File: src/rtl/decode_queue_if.sv
// Fetch-to-decode queue bundle: fetch push side, decode pop side, flush and occupancy.
// Latency: none (wiring only).
// Backpressure: inst_ready throttles fetch; dec_ready holds the head entry.
interface decode_queue_if #(
    parameter int DEPTH = 4
) ();
    localparam int CW = $clog2(DEPTH) + 1;

    logic          flush;
    logic          inst_valid;
    logic          inst_ready;
    logic [31:0]   inst;
    logic [31:0]   inst_pc;
    logic          dec_valid;
    logic          dec_ready;
    logic [31:0]   dec_inst;
    logic [31:0]   dec_pc;
    logic [11:0]   dec_ctrl;
    logic          dec_invalid;
    logic [CW-1:0] count;

    modport master (
        output flush, inst_valid, inst, inst_pc, dec_ready,
        input  inst_ready, dec_valid, dec_inst, dec_pc, dec_ctrl, dec_invalid, count
    );

    modport slave (
        input  flush, inst_valid, inst, inst_pc, dec_ready,
        output inst_ready, dec_valid, dec_inst, dec_pc, dec_ctrl, dec_invalid, count
    );
endinterface

File: src/rtl/decode_queue.sv
// MIPS main decoder in front of a DEPTH-entry FIFO; decoded at enqueue, presented in order.
// Latency: 1 cycle push-to-head, no bypass when empty.
// Backpressure: inst_ready = !full (a same-cycle pop does not free a slot); flush wins over all.
module decode_queue #(
    parameter int DEPTH       = 4,
    parameter bit ENABLE_CP0  = 1'b1,
    parameter bit ENABLE_HILO = 1'b1
) (
    input  logic          clk,
    input  logic          resetn,
    decode_queue_if.slave q
);
    localparam int PW = $clog2(DEPTH);
    localparam int CW = PW + 1;

    // {memtoreg,memwrite,branch,alusrc,regdst[1:0],regwrite,jump,hilo_write,jr,jal,cp0_write}
    localparam logic [11:0] C_RALU  = 12'b0000_01_100000;
    localparam logic [11:0] C_HILO  = 12'b0000_00_001000;
    localparam logic [11:0] C_JR    = 12'b0000_00_000100;
    localparam logic [11:0] C_JALR  = 12'b0000_01_100110;
    localparam logic [11:0] C_IALU  = 12'b0001_00_100000;
    localparam logic [11:0] C_LOAD  = 12'b1001_00_100000;
    localparam logic [11:0] C_STORE = 12'b0101_00_000000;
    localparam logic [11:0] C_J     = 12'b0000_00_010000;
    localparam logic [11:0] C_JAL   = 12'b0000_10_110010;
    localparam logic [11:0] C_BR    = 12'b0010_00_000000;
    localparam logic [11:0] C_BRAL  = 12'b0010_10_100010;
    localparam logic [11:0] C_MTC0  = 12'b0000_00_000001;
    localparam logic [11:0] C_MFC0  = 12'b0000_00_100000;

    typedef struct packed {
        logic [31:0] inst;
        logic [31:0] pc;
        logic [11:0] ctrl;
        logic        invalid;
    } entry_t;

    entry_t        mem [DEPTH];
    logic [PW-1:0] wr_ptr, rd_ptr;
    logic [CW-1:0] count_r;
    logic          full, empty, push, pop;
    logic [11:0]   new_ctrl;
    logic          new_invalid;
    logic [5:0]    op, funct;
    logic [4:0]    rs, rt;
    entry_t        head;

    assign op    = q.inst[31:26];
    assign rs    = q.inst[25:21];
    assign rt    = q.inst[20:16];
    assign funct = q.inst[5:0];

    always_comb begin
        new_ctrl    = '0;
        new_invalid = 1'b0;
        unique case (op)
            6'h00: begin
                unique case (funct)
                    6'h00, 6'h02, 6'h03, 6'h04, 6'h06, 6'h07,
                    6'h20, 6'h21, 6'h22, 6'h23, 6'h24, 6'h25,
                    6'h26, 6'h27, 6'h2a, 6'h2b:              new_ctrl = C_RALU;
                    6'h10, 6'h12: begin
                        if (ENABLE_HILO) new_ctrl    = C_RALU;
                        else             new_invalid = 1'b1;
                    end
                    6'h11, 6'h13, 6'h18, 6'h19, 6'h1a, 6'h1b: begin
                        if (ENABLE_HILO) new_ctrl    = C_HILO;
                        else             new_invalid = 1'b1;
                    end
                    6'h08:        new_ctrl = C_JR;
                    6'h09:        new_ctrl = C_JALR;
                    6'h0c, 6'h0d: new_ctrl = '0;
                    default:      new_invalid = 1'b1;
                endcase
            end
            6'h01: begin
                unique case (rt)
                    5'b00000, 5'b00001: new_ctrl = C_BR;
                    5'b10000, 5'b10001: new_ctrl = C_BRAL;
                    default:            new_invalid = 1'b1;
                endcase
            end
            6'h02:                                    new_ctrl = C_J;
            6'h03:                                    new_ctrl = C_JAL;
            6'h04, 6'h05, 6'h06, 6'h07:               new_ctrl = C_BR;
            6'h08, 6'h09, 6'h0a, 6'h0b,
            6'h0c, 6'h0d, 6'h0e, 6'h0f:               new_ctrl = C_IALU;
            6'h20, 6'h21, 6'h23, 6'h24, 6'h25:        new_ctrl = C_LOAD;
            6'h28, 6'h29, 6'h2b:                      new_ctrl = C_STORE;
            6'h10: begin
                if (!ENABLE_CP0) begin
                    new_invalid = 1'b1;
                end else begin
                    unique case (rs)
                        5'b00100: new_ctrl = C_MTC0;
                        5'b00000: new_ctrl = C_MFC0;
                        5'b10000: new_ctrl = '0;
                        default:  new_invalid = 1'b1;
                    endcase
                end
            end
            default: new_invalid = 1'b1;
        endcase
    end

    assign full  = (count_r == CW'(DEPTH));
    assign empty = (count_r == '0);
    assign push  = q.inst_valid && !full && !q.flush;
    assign pop   = !empty && q.dec_ready && !q.flush;

    // Payload storage carries no reset; occupancy alone decides what is visible.
    always_ff @(posedge clk) begin
        if (push) mem[wr_ptr] <= '{inst: q.inst, pc: q.inst_pc, ctrl: new_ctrl, invalid: new_invalid};
    end

    always_ff @(posedge clk or negedge resetn) begin
        if (!resetn) begin
            wr_ptr  <= '0;
            rd_ptr  <= '0;
            count_r <= '0;
        end else if (q.flush) begin
            wr_ptr  <= '0;
            rd_ptr  <= '0;
            count_r <= '0;
        end else begin
            if (push) wr_ptr <= wr_ptr + 1'b1;
            if (pop)  rd_ptr <= rd_ptr + 1'b1;
            case ({push, pop})
                2'b10:   count_r <= count_r + 1'b1;
                2'b01:   count_r <= count_r - 1'b1;
                default: count_r <= count_r;
            endcase
        end
    end

    assign head          = mem[rd_ptr];
    assign q.inst_ready  = !full;
    assign q.dec_valid   = !empty;
    assign q.count       = count_r;
    assign q.dec_inst    = empty ? '0 : head.inst;
    assign q.dec_pc      = empty ? '0 : head.pc;
    assign q.dec_ctrl    = empty ? '0 : head.ctrl;
    assign q.dec_invalid = empty ? 1'b0 : head.invalid;
endmodule

File: src/flat_wrapper.sv
// flat-port wrapper written by rule: the top's interface ports become plain ports
module decode_queue_flat 
#(
    parameter int DEPTH       = 4,
    parameter bit ENABLE_CP0  = 1'b1,
    parameter bit ENABLE_HILO = 1'b1
)
  (clk, resetn, q_flush, q_inst_valid, q_inst, q_inst_pc, q_dec_ready, q_inst_ready, q_dec_valid, q_dec_inst, q_dec_pc, q_dec_ctrl, q_dec_invalid, q_count);
  decode_queue_if #(.DEPTH(DEPTH)) q_i ();
  input  logic clk;
  input  logic resetn;
  input wire logic [$bits(q_i.flush)-1:0] q_flush;
  input wire logic [$bits(q_i.inst_valid)-1:0] q_inst_valid;
  input wire logic [$bits(q_i.inst)-1:0] q_inst;
  input wire logic [$bits(q_i.inst_pc)-1:0] q_inst_pc;
  input wire logic [$bits(q_i.dec_ready)-1:0] q_dec_ready;
  output wire logic [$bits(q_i.inst_ready)-1:0] q_inst_ready;
  output wire logic [$bits(q_i.dec_valid)-1:0] q_dec_valid;
  output wire logic [$bits(q_i.dec_inst)-1:0] q_dec_inst;
  output wire logic [$bits(q_i.dec_pc)-1:0] q_dec_pc;
  output wire logic [$bits(q_i.dec_ctrl)-1:0] q_dec_ctrl;
  output wire logic [$bits(q_i.dec_invalid)-1:0] q_dec_invalid;
  output wire logic [$bits(q_i.count)-1:0] q_count;
  assign q_i.flush = q_flush;
  assign q_i.inst_valid = q_inst_valid;
  assign q_i.inst = q_inst;
  assign q_i.inst_pc = q_inst_pc;
  assign q_i.dec_ready = q_dec_ready;
  assign q_inst_ready = q_i.inst_ready;
  assign q_dec_valid = q_i.dec_valid;
  assign q_dec_inst = q_i.dec_inst;
  assign q_dec_pc = q_i.dec_pc;
  assign q_dec_ctrl = q_i.dec_ctrl;
  assign q_dec_invalid = q_i.dec_invalid;
  assign q_count = q_i.count;
  decode_queue #(.DEPTH(DEPTH), .ENABLE_CP0(ENABLE_CP0), .ENABLE_HILO(ENABLE_HILO)) u_core (.clk(clk), .resetn(resetn), .q(q_i));
endmodule
File: config.mk
export PLATFORM = sky130hd
export DESIGN_NAME = decode_queue_flat
export DESIGN_NICKNAME = d
export VERILOG_FILES = /design/src/rtl/decode_queue_if.sv /design/src/rtl/decode_queue.sv /design/src/flat_wrapper.sv
export SDC_FILE = /design/constraint.sdc
export NUM_CORES = 1
export LEC_CHECK = 0
export ABC_AREA = 1
export CAP_MARGIN = 20
export CELL_PAD_IN_SITES_DETAIL_PLACEMENT = 0
export CELL_PAD_IN_SITES_GLOBAL_PLACEMENT = 1
export CORE_MARGIN = 2
export CORE_UTILIZATION = 45
export CTS_CLUSTER_SIZE = 40
export DETAILED_ROUTE_END_ITERATION = 12
export GPL_ROUTABILITY_DRIVEN = 0
export PLACE_DENSITY_LB_ADDON = 0.1
export SLEW_MARGIN = 20
export SYNTH_ARGS = -nofsm -noshare
export SYNTH_HDL_FRONTEND = slang
export SYNTH_SLANG_ARGS = --single-unit
File: constraint.sdc
create_clock -name clk -period 6.6 [get_ports clk]
set_input_delay 1.32 -clock clk [delete_from_list [all_inputs] [get_ports clk]]
set_output_delay 1.32 -clock clk [all_outputs]
set_load 0.01 [all_outputs]
==> flow_metrics.py <==
metrics = {
    "detailed_routing": {
        "first_iter_violations": 679,
        "drt_wl_total_mm": 29.0,
        "routedWlPerCell_um": 18.0,
        "drcViolationCount": 0,
        "ant_nets": 0,
        "via_count": 8259,
        "drt_first_pass_iters": 5,
        "viasPerCell": 5.13,
    },
    "timing": {
        "worst_slack_ps": 1690,
        "setup_tns_ps": 0,
        "period_needed_ps": 4910,
        "min_period_over_period_pct": 74.4,
        "rsz0062_at_grt": "no",
        "worstMarginPinSlew_ps": 1000,
        "fin_skew_ps": 11.2,
        "hold_ws_ps": 575,
        "setup_viol": 0,
        "drv_slew": 0,
        "max-slew-margin-rel_pct": 33.2,
        "fmax_mhz": 204,
        "finalHoldViolations": 0,
    },
    "cells_and_area": {
        "syn_to_final_growth_pct": 21.8,
        "seqCellArea_sq_um": 9430,
        "design_area_sq_um": 15700,
        "drive_gt1_share_pct": 6.18,
        "multi_input_area_sq_um": 2980,
        "fill_cells": 2408,
        "layout.nets": 1280,
        "instances_no_fill": 1609,
        "fin_util_pct": 56.0,
    },
    "logic_synthesis": {
        "post-synth-top-count-cell": "nor2_1",
        "synth.top_cells.by_area": "edfxtp_1, nor2_1, o21ai_0",
        "ys_types": 32,
        "yosys.area.top_type": "edfxtp_1",
        "synth_top_area_share_pct": 71.8,
        "yosysSeqAreaShare_pct": 73.2,
        "synth-seq-cells": 315,
        "synth.avg_cell_area_sq_um": 12.1,
        "syn_inst": 1066,
        "yosys_warnings": 0,
        "mappedNetlistArea_sq_um": 12900,
        "synth_fp_nets": 1140,
        "ys_async_sr_fraction_pct": 2.22,
        "synth_edf_count": 308,
        "synth_ff_type": "edfxtp_1",
        "synthTopCellsByCount": "nor2_1, edfxtp_1, o21ai_0",
    },
    "cts": {
        "htree_levels": 2,
        "cts.reportedPaths.clkPinSlew_ps": 60,
        "postCtsSetupBuffers": 0,
        "cts-root-buf": "clkbuf_16",
        "cts_resized": 0,
        "cts_sinks": 315,
        "ctsHoldBuffers": 0,
        "cts_buffers": 35,
        "clk_latency_ps": 500,
        "cts_buffer_depth": 3,
        "cts_tree": "built",
    },
    "worst_setup_path": {
        "critPathArrivalTime_ps": 3590,
        "end_kind": "primary output",
        "critPathKind": "register to primary output",
        "cp_common_cell": "nor2_1",
        "cp_cell_sequence": "buf_4 > nor2_1 > nor2_1 > o21ai_0 > a21oi_1 > clkdlybuf4s50_1",
        "startpoint_type": "register",
        "worstPathRequired_ps": 5280,
        "cpPeakStageDelay_ps": 970,
        "path_max_fanout": 82,
        "cp_slowest_cell": "dfrtp_4",
    },
    "pwr": {
        "p_sw_share_pct": 30.5,
        "p_int_mw": 4.21,
        "vdd_drop_max_uv": 229,
        "leakagePower_nw": 5.35,
        "finalPower_mw": 6.07,
        "pwr-share-clk_pct": 30.1,
        "switchingPower_mw": 1.85,
        "power_density_nw_per_um2": 387,
        "power_frac_comb_pct": 30.3,
        "seqPwrFrac_pct": 39.7,
    },
    "grt": {
        "grt_pass1_wl_mm": 45.7,
        "gr-total-overflow": 0,
        "grtUsageTotal_pct": 19.3,
        "grt_pass1_vias": 8123,
        "grt_max_degree": 97,
        "antenna_found_initial": 1,
    },
    "outcome": {
        "status": "finished clean",
    },
    "place": {
        "pre_cts_ws_ps": 2160,
        "placed_cells": 1547,
        "portBuffers": 150,
        "dpl-instance-area_sq_um": 14600,
        "dpl.hpwl_mm": 15.9,
    },
    "floorplanning": {
        "die_y_um": 173,
        "die_x_um": 173,
        "num_rows": 61,
        "start_util_pct": 46.0,
        "pin_count": 151,
        "core_area_sq_um": 28000,
        "die_area_sq_um": 30000,
    },
    "hold_path": {
        "hold_class": "register to register",
    },
    "run": {
        "maxCapViolations": 0,
    },
}
## final timing paths
kind,from,end,slack [ps],cells after the start
max reg2reg,u_core.q.count[0],u_core.mem[0][39],3820,7
min reg2reg,u_core.q.count[1],u_core.q.count[1],580,2
max in group asynchronous,resetn,u_core.rd_ptr[1],5190,1
min,u_core.q.count[1],u_core.q.count[1],580,2
max,u_core.rd_ptr[0],q_dec_ctrl[9],1690,6
min in group asynchronous,resetn,u_core.q.count[1],1100,1
## layer usage
metal	vias to the layer above	part of all wire [%]	global-route usage, %
met5	-	0	0
met4	0	1.6	4.98
met3	38	4.8	3.69
met2	185	48	31.5
met1	4007	46	26.8
li1	4029	-	-
## cells by family (layout without fill, tap and decap cells)
logic type,count (synthesis),after routing,synth area share [%]
buf+inv,90,254,3.93
xor+xnor,1,1,0.0680
compound gates,248,248,9.81
fa+ha+maj,5,5,0.544
flops,315,315,73.2
simple gates,407,407,12.5
other cells,0,1,0
## critical path, delay by kind of cell (launching register included)
kind	cells	cell delay, ps
flip-flops	1	970
buffers and inverters	2	1470
AND/OR/NAND/NOR	2	220
AO/OA/AOI/OAI	2	360
## layout make-up
class | instances | share of cell area (%)
antenna | 1 | 0.0160
clock buffer | 45 | 6.09
clock inverter | 16 | 0.766
inverter | 31 | 0.774
multi-input combinational | 661 | 19.0
sequential | 315 | 60.1
tap | 378 | 3.02
timing repair buffer | 162 | 10.2
## power groups by stage
stage | registers, mW | logic, mW | clock network (mW)
floorplan | 2.41 | 1.01 | 0
detailed placement | 2.45 | 1.86 | 0
finish | 2.41 | 1.83 | 1.82
global route | 2.42 | 2.02 | 1.95
global placement | 2.45 | 1.87 | 0
CTS | 2.41 | 1.87 | 1.86
## registers in the layout, indices dropped and copies added, names as in the netlist
register	count
u_core.wr_ptr	2
u_core.rd_ptr	2
u_core.mem	308
u_core.q.count	3
## placed cells by master, fill, tap and decap left out, drive strengths merged, types with 15 or more instances in the layout
cell type	n
clkbuf	45
nand2	41
nand3	17
a21oi	80
nor2	341
edfxtp	308
o21ai	162
inv	30
clkinv	15
clkdlybuf4s50	150
(Power assumes the default switching activity.)
